File: src/rtl/wb_select_stage.sv
// Writeback select stage: picks the result source, aligns and extends loads,
// flags misaligned loads and holds one bundle behind a valid/ready handshake.
`timescale 1ns/1ps
module wb_select_stage #(
  parameter int DATA_W = 32,
  parameter int PC_W   = 9,
  parameter int RA_W   = 5
) (
  input  logic              clk,
  input  logic              reset,
  input  logic              in_valid,
  output logic              in_ready,
  input  logic              flush,
  input  logic [1:0]        res_sel,
  input  logic [DATA_W-1:0] alu_result,
  input  logic [DATA_W-1:0] mem_rdata,
  input  logic [1:0]        byte_off,
  input  logic [2:0]        funct3,
  input  logic [PC_W-1:0]   pc_plus4,
  input  logic [DATA_W-1:0] imm,
  input  logic [RA_W-1:0]   rd_addr,
  input  logic              reg_write,
  output logic              out_valid,
  input  logic              out_ready,
  output logic [DATA_W-1:0] wb_data,
  output logic [RA_W-1:0]   wb_rd,
  output logic              wb_we,
  output logic              wb_misalign
);

  localparam logic [1:0] SEL_ALU  = 2'b00;
  localparam logic [1:0] SEL_LOAD = 2'b01;
  localparam logic [1:0] SEL_PC4  = 2'b10;
  localparam logic [1:0] SEL_IMM  = 2'b11;

  localparam logic [2:0] F3_LB  = 3'b000;
  localparam logic [2:0] F3_LH  = 3'b001;
  localparam logic [2:0] F3_LW  = 3'b010;
  localparam logic [2:0] F3_LBU = 3'b100;
  localparam logic [2:0] F3_LHU = 3'b101;

  logic [15:0]       lane;
  logic [DATA_W-1:0] load_data;
  logic [DATA_W-1:0] pc_ext;
  logic [DATA_W-1:0] sel_data;
  logic              misalign;
  logic              we_next;
  logic              we_q;
  logic              capture;

  // The stage is free when empty or when the held bundle leaves this cycle.
  assign in_ready = !out_valid || out_ready;
  assign capture  = in_valid && in_ready && !flush;

  // Only the low 16 bits of the shifted word are ever needed for sub-word loads.
  assign lane = 16'(mem_rdata[31:0] >> {byte_off, 3'b000});

  // Extend the addressed byte/half; unknown load types fall back to a full word.
  always_comb begin
    load_data = mem_rdata;
    case (funct3)
      F3_LB:   load_data = {{(DATA_W-8){lane[7]}}, lane[7:0]};
      F3_LH:   load_data = {{(DATA_W-16){lane[15]}}, lane[15:0]};
      F3_LW:   load_data = mem_rdata;
      F3_LBU:  load_data = {{(DATA_W-8){1'b0}}, lane[7:0]};
      F3_LHU:  load_data = {{(DATA_W-16){1'b0}}, lane[15:0]};
      default: load_data = mem_rdata;
    endcase
  end

  // Zero-extend PC+4; written as a slice so PC_W == DATA_W is still legal.
  always_comb begin
    pc_ext             = '0;
    pc_ext[PC_W-1:0]   = pc_plus4;
  end

  // Misalignment only matters for halfword and word loads.
  always_comb begin
    misalign = 1'b0;
    if (res_sel == SEL_LOAD) begin
      if ((funct3 == F3_LH || funct3 == F3_LHU) && byte_off[0])
        misalign = 1'b1;
      else if (funct3 == F3_LW && byte_off != 2'b00)
        misalign = 1'b1;
    end
  end

  // Result source mux.
  always_comb begin
    sel_data = alu_result;
    case (res_sel)
      SEL_ALU:  sel_data = alu_result;
      SEL_LOAD: sel_data = load_data;
      SEL_PC4:  sel_data = pc_ext;
      SEL_IMM:  sel_data = imm;
      default:  sel_data = alu_result;
    endcase
  end

  // A misaligned load still reports its data but must never reach the register file.
  assign we_next = reg_write && (rd_addr != '0) && !misalign;

  // Single output register; reset beats flush, flush beats capture, capture beats drain.
  always_ff @(posedge clk) begin
    if (reset) begin
      out_valid   <= 1'b0;
      wb_data     <= '0;
      wb_rd       <= '0;
      wb_misalign <= 1'b0;
      we_q        <= 1'b0;
    end else if (flush) begin
      out_valid <= 1'b0;
    end else if (capture) begin
      out_valid   <= 1'b1;
      wb_data     <= sel_data;
      wb_rd       <= rd_addr;
      wb_misalign <= misalign;
      we_q        <= we_next;
    end else if (out_valid && out_ready) begin
      out_valid <= 1'b0;
    end
  end

  assign wb_we = out_valid && we_q;

endmodule

File: config.mk
export PLATFORM = sky130hd
export DESIGN_NAME = wb_select_stage
export DESIGN_NICKNAME = d
export VERILOG_FILES = /design/src/rtl/wb_select_stage.sv
export SDC_FILE = /design/constraint.sdc
export NUM_CORES = 1
export LEC_CHECK = 0
export ABC_AREA = 1
export CAP_MARGIN = 20
export CORE_ASPECT_RATIO = 0.9
export CORE_MARGIN = 10
export CORE_UTILIZATION = 40
export CTS_CLUSTER_SIZE = 12
export DETAILED_ROUTE_END_ITERATION = 10
export PLACE_DENSITY = 0.93
export RECOVER_POWER = 100
export SLEW_MARGIN = 10
export SYNTH_ARGS = -nofsm -noshare
export SYNTH_HDL_FRONTEND = slang
export SYNTH_SLANG_ARGS = --single-unit
File: constraint.sdc
create_clock -name clk -period 2.39 [get_ports clk]
set_clock_uncertainty 0.15 [all_clocks]
set_input_delay 0.478 -clock clk [delete_from_list [all_inputs] [get_ports clk]]
set_output_delay 0.478 -clock clk [all_outputs]
set_load 0.02 [all_outputs]
=== Word-level counts from Yosys, hierarchy flattened ===
Cells that the tools add are included.

* Flip-flop bits (word level): 40
* Input port bits: 123
* Output and inout bits: 41
* Word-level logic and storage cells: 41

* Eq/ne operators: 7
* Shift operators: 1
* Mux-type cells: 7
* Bitwise operators: 1
* Reductions and logical operators: 20

{| class="wikitable"
|+ Operators with widths
! kind !! count
|-
| one-hot mux 32 bit (4 select lines) || 2
|-
| right shift 32 x 5 -> 16 bit || 1
|-
| logical AND 1 bit || 8
|-
| == test 3 bit, second input constant || 2
|-
| 2-to-1 mux 1 bit || 5
|-
| nonzero test 5 bit || 1
|-
| == test 2 bit, second input constant || 2
|-
| nonzero test 2 bit || 2
|-
| == test 3 x 1 -> 1 bit, second input constant || 1
|-
| == test 3 x 2 -> 1 bit, second input constant || 1
|-
| zero test 1 bit || 3
|-
| zero test 3 bit || 1
|-
| == test 2 x 1 -> 1 bit, second input constant || 1
|-
| zero test 2 bit || 1
|-
| logical OR 1 bit || 2
|-
| AND reduction 2 bit || 1
|-
| OR reduction 2 bit || 1
|-
| inverter 1 bit || 1
|}

=== Logic depth before layout (Yosys ltp) ===
* Depth in word-level cells: 7
* Gate-level depth with buffers: 12
* Depth with buffers taken out: 11

=== Worst setup path before layout ===
OpenSTA, ideal clock, no wires.

* Kind: input to register
* From: input port byte_off[0]
* To: register wb_data[18]
* Library setup time: 125 ps
* Arrival time: 1,340 ps
* Required time: 2,115 ps
* Slack: 775 ps
* Stages on the path: 11
* Buffers on the path: 2
* Cell sequence: buf_6 > inv_6 > nand2_2 > nand2_1 > nand2_1 > nand2_2 > nand2_4 > nand3_4 > buf_12 > nand2_2 > a31oi_2

* Cells in the longest elaborated chain, start to end: 3

{| class="wikitable"
|+ RTL lines
! element !! RTL line !! RTL
|-
| start, declared || 17 || <nowiki>input logic [1:0] byte_off,</nowiki>
|-
| right shift 32 x 5 -> 16 bit || 56 || <nowiki>assign lane = 16'(mem_rdata[31:0] >> {byte_off, 3'b000});</nowiki>
|-
| one-hot mux 32 bit (4 select lines) || 61 || <nowiki>case (funct3)</nowiki>
|-
| one-hot mux 32 bit (4 select lines) || 91 || <nowiki>case (res_sel)</nowiki>
|-
| end signal, assigned || 115 || <nowiki>wb_data <= sel_data;</nowiki>
|-
| end, declared || 25 || <nowiki>output logic [DATA_W-1:0] wb_data,</nowiki>
|}

No other way between the ends.
A chain may end at the register's enable or synchronous reset.

=== Worst setup path in the final report ===
* From: input port out_ready
* To: output port in_ready

* Cells in the longest elaborated chain, start to end: 1

{| class="wikitable"
|+ RTL lines
! element !! RTL line !! RTL
|-
| start, declared || 24 || <nowiki>input logic out_ready,</nowiki>
|-
| logical OR 1 bit || 52 || <nowiki>assign in_ready = !out_valid || out_ready;</nowiki>
|-
| end, declared || 12 || <nowiki>output logic in_ready,</nowiki>
|}

No other way between the ends.

==> flow_metrics.env <==
export IMPL_drc=0
export IMPL_numPortBuffers=163
export IMPL_finalSetupViolations=0
export IMPL_seq_power_share=0.362
export IMPL_slew_viol_final=0
export IMPL_endpoint="in_ready"
export IMPL_crit_family="buffers and inverters"
export IMPL_r2r_end="wb_data[14]"
export IMPL_synthTopCellsByCount="nand2_1 (143), nor2_1 (78), nand3_1 (43)"
export IMPL_drtIter0Drc=286
export IMPL_synth_async_reset_ratio=0
export IMPL_dieArea_um2=11500
export IMPL_yosys_area_top_type="dfxtp_1"
export IMPL_cap_violations=0
export IMPL_yosysMostFrequentCell="nand2_1"
export IMPL_cts_reportedPaths_clkPinSlew_ns=0.08
export IMPL_cp_required_ns=1.76
export IMPL_dieHeight_um=103
export IMPL_crit_start="out_ready"
export IMPL_hold_violations=0
export IMPL_cts_made_buffers=5
export IMPL_power_leakage_nw=2.19
export IMPL_criticalPathCategory="in -> out"
export IMPL_ir_drop_mv=0.319
export IMPL_final_util=0.653
export IMPL_cp_max_fo=3
export IMPL_worst_path_max_delay_cell="clkdlybuf4s50_1"
export IMPL_htreeDepth=2
export IMPL_syn_num_nets=629
export IMPL_cts_tree="done"
export IMPL_r2r_slack_ns=0.52
export IMPL_core_um2=7470
export IMPL_worst_path_most_repeated_cell="clkdlybuf4s50_1"
export IMPL_ys_seq_elements=40
export IMPL_r2r_start="out_valid"
export IMPL_internal_power_w=0.00138
export IMPL_n_antenna_cell=0
export IMPL_start_util=0.408
export IMPL_nNetsFinal=783
export IMPL_final_area_um2=4880
export IMPL_root_buffer="clkbuf_8"
export IMPL_ff2ff_path_depth=8
export IMPL_worstPathArrival_ns=1.66
export IMPL_grt_total_usage=0.217
export IMPL_timing_fmax_mhz=437
export IMPL_hpwl_mm=10.6
export IMPL_crit_buf_inv=3
export IMPL_grt_pass1_vias=4024
export IMPL_fin_total_pwr_w=0.00202
export IMPL_path_cells="clkdlybuf4s50_1 -> nor2_1 -> clkinv_1 -> clkdlybuf4s50_1"
export IMPL_seq_area_frac_synth=0.263
export IMPL_numClockSinks=40
export IMPL_via_count=4026
export IMPL_netlist_area_leader_share=0.263
export IMPL_cp_num_cells=4
export IMPL_hp_class="reg -> reg"
export IMPL_p_switching_w=0.000641
export IMPL_io_pins=164
export IMPL_critPathCaptureType="primary output"
export IMPL_finalWirelength_mm=13.0
export IMPL_syn_area_per_cell_um2=6.03
export IMPL_power_density_nw_per_um2=414
export IMPL_post_cts_buffers=0
export IMPL_ctsResizeCount=0
export IMPL_power_frac_clock=0.281
export IMPL_slew_headroom=0.611
export IMPL_pwr_share_comb=0.358
export IMPL_ys_top_cells_by_area="dfxtp_1 (26%), nand2_1 (18%), nor2_1 (9.6%)"
export IMPL_synth_cell_types=32
export IMPL_drive_above_1_share=0.0787
export IMPL_place_area_um2=4810
export IMPL_max_stage_delay_ns=0.55
export IMPL_syn_inst=506
export IMPL_row_count=30
export IMPL_synth_main_ff_cell="dfxtp_1"
export IMPL_avgRoutedWirePerCell_um=17.2
export IMPL_ys_warn_count=0
export IMPL_finalCritPeriodShare=0.958
export IMPL_status="complete, no violations"
export IMPL_via_per_inst=5.32
export IMPL_switching_share=0.317
export IMPL_dieWidth_um=112
export IMPL_ant_nets=0
export IMPL_tightest_slew_ns=0.583
export IMPL_worst_skew_pair_late_latency_ns=0.30
export IMPL_cts_max_path_buffers=2
export IMPL_grt_overflow_total=0
export IMPL_gp_routability_congestion=0.911
export IMPL_whs_path_depth=2
export IMPL_antenna_found_initial=0
export IMPL_rsz0062_at_grt="false"
export IMPL_holdBufCountCts=0
export IMPL_synth_enable_flop_cells=0
export IMPL_first_pass_iters=5
export IMPL_period_minus_slack_ns=2.29
export IMPL_crit_path_start_kind="input port"
export IMPL_grt_pass1_wl_mm=20.6
export IMPL_areaGrowthSynthToFinish_pct=60.0
export IMPL_netlist_area_um2=3050
export IMPL_grt_max_degree=45
[cell families after synthesis]
logic type	Yosys count	share of synthesized area
AND/OR/NAND/NOR	300	0.431
buffers and inverters	76	0.118
flip-flops	40	0.263
AO/OA/AOI/OAI	90	0.189
[metal layers]
metal	up-vias	GRT usage	routed length, µm
met5	-	0	0
met4	0	0.0663	335
met3	29	0.0756	1280
met2	209	0.373	6160
met1	1838	0.250	5260
li1	1950	-	-
[cell usage in the layout, fill, tap and decap left out, types with 2 or more instances in the layout]
| master | Yosys | routed |
|---|---|---|
| nand2_1 | 143 | 152 |
| clkdlybuf4s50_1 | 0 | 122 |
| nor2_1 | 78 | 79 |
| nand3_1 | 43 | 44 |
| dlygate4sd3_1 | 0 | 41 |
| dfxtp_1 | 40 | 40 |
| inv_1 | 34 | 36 |
| o21ai_0 | 24 | 29 |
| a21oi_1 | 29 | 29 |
| o211ai_1 | 12 | 12 |
| a31oi_2 | 10 | 10 |
| nand4_1 | 10 | 10 |
| buf_4 | 3 | 8 |
| nand2_2 | 15 | 6 |
| inv_2 | 9 | 6 |
| buf_12 | 1 | 6 |
| clkbuf_8 | 0 | 5 |
| a221oi_1 | 4 | 4 |
| o21ai_1 | 8 | 3 |
| a31oi_1 | 2 | 2 |
| nor3_1 | 2 | 2 |
| clkbuf_1 | 8 | 2 |
[through the flow]
stage	std cells	hold WS, ns	TNS [ns]	worst slack (ns)
final	757	0.324	0	0.100
after global routing	757	0.341	0	0.0442
after CTS	757	0.328	0	0.104
after detailed placement	749	0.310	-0.129	-0.0388
after global placement	749	0.303	0	0.0522
after floorplan	506	0.295	0	0.775
[area by class of cell]
type / count / area (µm²)
tap: 96 / 120
sequential: 40 / 801
clock buffer: 6 / 72.6
clock inverter: 2 / 35.0
inverter: 44 / 170
multi-input combinational: 390 / 1860
fill: 663 / 2590
timing repair buffer: 179 / 1820
[flip-flops by register name, indices dropped and copies added, names as in the netlist]
signal and count:
wb_rd 5, out_valid 1, wb_misalign 1, we_q 1, wb_data 32
[worst min-delay path by stage]
stage,startpoint,to,slack [ns]
floorplan,we_q,we_q,0.29
global placement,wb_data[10],wb_data[10],0.30
detailed placement,wb_data[14],wb_data[14],0.31
CTS,wb_data[16],wb_data[16],0.33
global route,wb_data[16],wb_data[16],0.34
finish,wb_data[16],wb_data[16],0.32
[worst reg2reg max path, stage by stage, from the launching register on]
cell and delay [ns]:
dfxtp_1 0.36, inv_1 0.05, nor2_1 0.10, clkinv_1 0.11
nand3_1 0.23, clkbuf_1 0.50, nor2_1 0.09, nand2_1 0.10
a21oi_1 0.06
[power groups by stage]
stage          combinational [W]  clock (W)  sequential, W
2_1_floorplan           0.000297          0       0.000795
6_report                0.000722   0.000567       0.000730
4_1_cts                 0.000745   0.000576       0.000732
3_3_place_gp            0.000729          0       0.000745
5_1_grt                 0.000785   0.000600       0.000735
3_5_place_dp            0.000741          0       0.000747
Power figures use the tool's default switching activity.
==> variant, RTL diff (config.mk and constraints unchanged) <==
Set the parameter `RA_W` to 7 (it was 5).
--- a/src/rtl/wb_select_stage.sv
+++ b/src/rtl/wb_select_stage.sv
@@ -5,5 +5,5 @@
   parameter int DATA_W = 32,
   parameter int PC_W   = 9,
-  parameter int RA_W   = 5
+  parameter int RA_W   = 7
 ) (
   input  logic              clk,
Ports: changed (resized rd_addr and wb_rd); port bits go from 164 to 168. The function was not compared with the original's and may differ.
==> variant against the unedited design <==
- routed wire length fell by 0.77%
- sequential share of layout area shrank 0.22 points
- sequential cell count up 2
- design area rose by 6.4%
- power is 3.0% higher
- setup slack better by 0.12 ns
- largest cell class unchanged
- area after synthesis rose by 7.5%
- sequential power rose by 4.1%
==> variant: results (changes against the unedited design) <==
outcome=complete, no violations; dpl ws=0.0107 ns (+0.0495 ns); main area contributors after synthesis=dfxtp_1 26%, nand2_1 22%, nor2_1 12%; Worst R2R Path Depth=8 (unchanged); hold path start=wb_data[9]$_SDFFE_PP0P_; met3 WL=1320 microns (+2.7%); Root Driver=clkbuf_8; Seq/Total Area, Yosys=0.257 (-0.00603); commonest cells in the netlist=188 x nand2_1, 104 x nor2_1, 42 x dfxtp_1; crit-path max cell delay=0.51 ns (-0.04 ns); met1 WL=5120 microns (-2.7%); DR pass1 iterations=5 (unchanged); Regs by FF count=wb_data: 32 flops, wb_rd: 7 flops; worst setup path end=wb_data[8]$_SDFFE_PP0P_; Final Wtd Congestion=0.845 (-7.2%); largest fanout on the critical path=17 (+14); syn_nets=694 (+10%); Pleak=2.46 nW (+12%); nets=854 (+9.1%); final worst slack=0.221 ns (+0.121 ns); final WL=12900 microns (-0.77%); CTS max path bufs=2 (unchanged); met1 GRT Util=0.233 (-0.0168); reg2reg end=wb_data[16]$_SDFFE_PP0P_; Crit-path slowest cell=clkdlybuf4s50_1; Worst-Margin Slew=0.550 ns (-0.0332 ns); Total GRT Usage=0.204 (-0.0127); Worst EP arrival=2.22 ns (+0.56 ns); first-pass GRT wire length=20500 microns (-0.84%); Clock power frac=0.275 (-0.006); Psw=0.000653 W (+2.0%); share of cells above drive strength 1=0.0904 (+0.0117); Distinct cells, synth=30 (-6.3%); via/cell ratio=5.00 (-5.9%); Top delay family on crit path=buffers and inverters; DP HPWL=10600 microns (about the same); grt met3 use=0.0726 (-0.00306); CTS clk-pin slew, worst paths=0.09 ns; Peak VDD IR=0.000284 V (-11%); met2 GRT Util=0.359 (-0.0144); largest net degree at the start of global routing=37 (-18%); initial DRC count=251 (-12%)
-- variant: changes by cell type after synthesis, moves of 4 or more --
| cell | before | now |
|---|---|---|
| inv_2 | 9 | 13 |
| inv_1 | 34 | 40 |
| clkbuf_1 | 8 | 17 |
| a21oi_2 | 0 | 10 |
| nor2_1 | 78 | 104 |
| nand2_1 | 143 | 188 |
| a21oi_1 | 29 | 18 |
| a31oi_2 | 10 | 0 |
| nand3_1 | 43 | 39 |
| o21ai_0 | 24 | 15 |
-- variant: final cells by class --
| class | count | area share |
|---|---|---|
| Timing Repair Buffer | 187 | 0.364 |
| Clock inverter | 3 | 0.00844 |
| Multi-Input combinational cell | 439 | 0.388 |
| Sequential cell | 42 | 0.162 |
| Tap cell | 99 | 0.0239 |
| Clock buffer | 5 | 0.0133 |
| Inverter | 54 | 0.0405 |
-- variant: per-stage QoR --
| stage | hold slack, ns | cell area, sq um | power [W] | std cells | setup TNS (ns) |
|---|---|---|---|---|---|
| floorplan | 0.296 | 3280 | 0.00115 | 569 | 0 |
| global placement | 0.305 | 5120 | 0.00153 | 821 | -0.0118 |
| detailed placement | 0.306 | 5120 | 0.00155 | 821 | 0 |
| CTS | 0.320 | 5230 | 0.00212 | 829 | 0 |
| global route | 0.351 | 5190 | 0.00221 | 829 | 0 |
| finish | 0.314 | 5190 | 0.00208 | 829 | 0 |
-- variant: what timing repair did --
action                                  4_1_cts  5_1_grt
hold endpoints to repair                      0        0
resized for setup                             1        0
endpoints found under the setup margin        1        0
-- variant: logic make-up after synthesis --
family / after synthesis / synth area share
buf+inv: 88 / 0.118
flops: 42 / 0.257
simple gates: 369 / 0.490
compound gates: 70 / 0.135
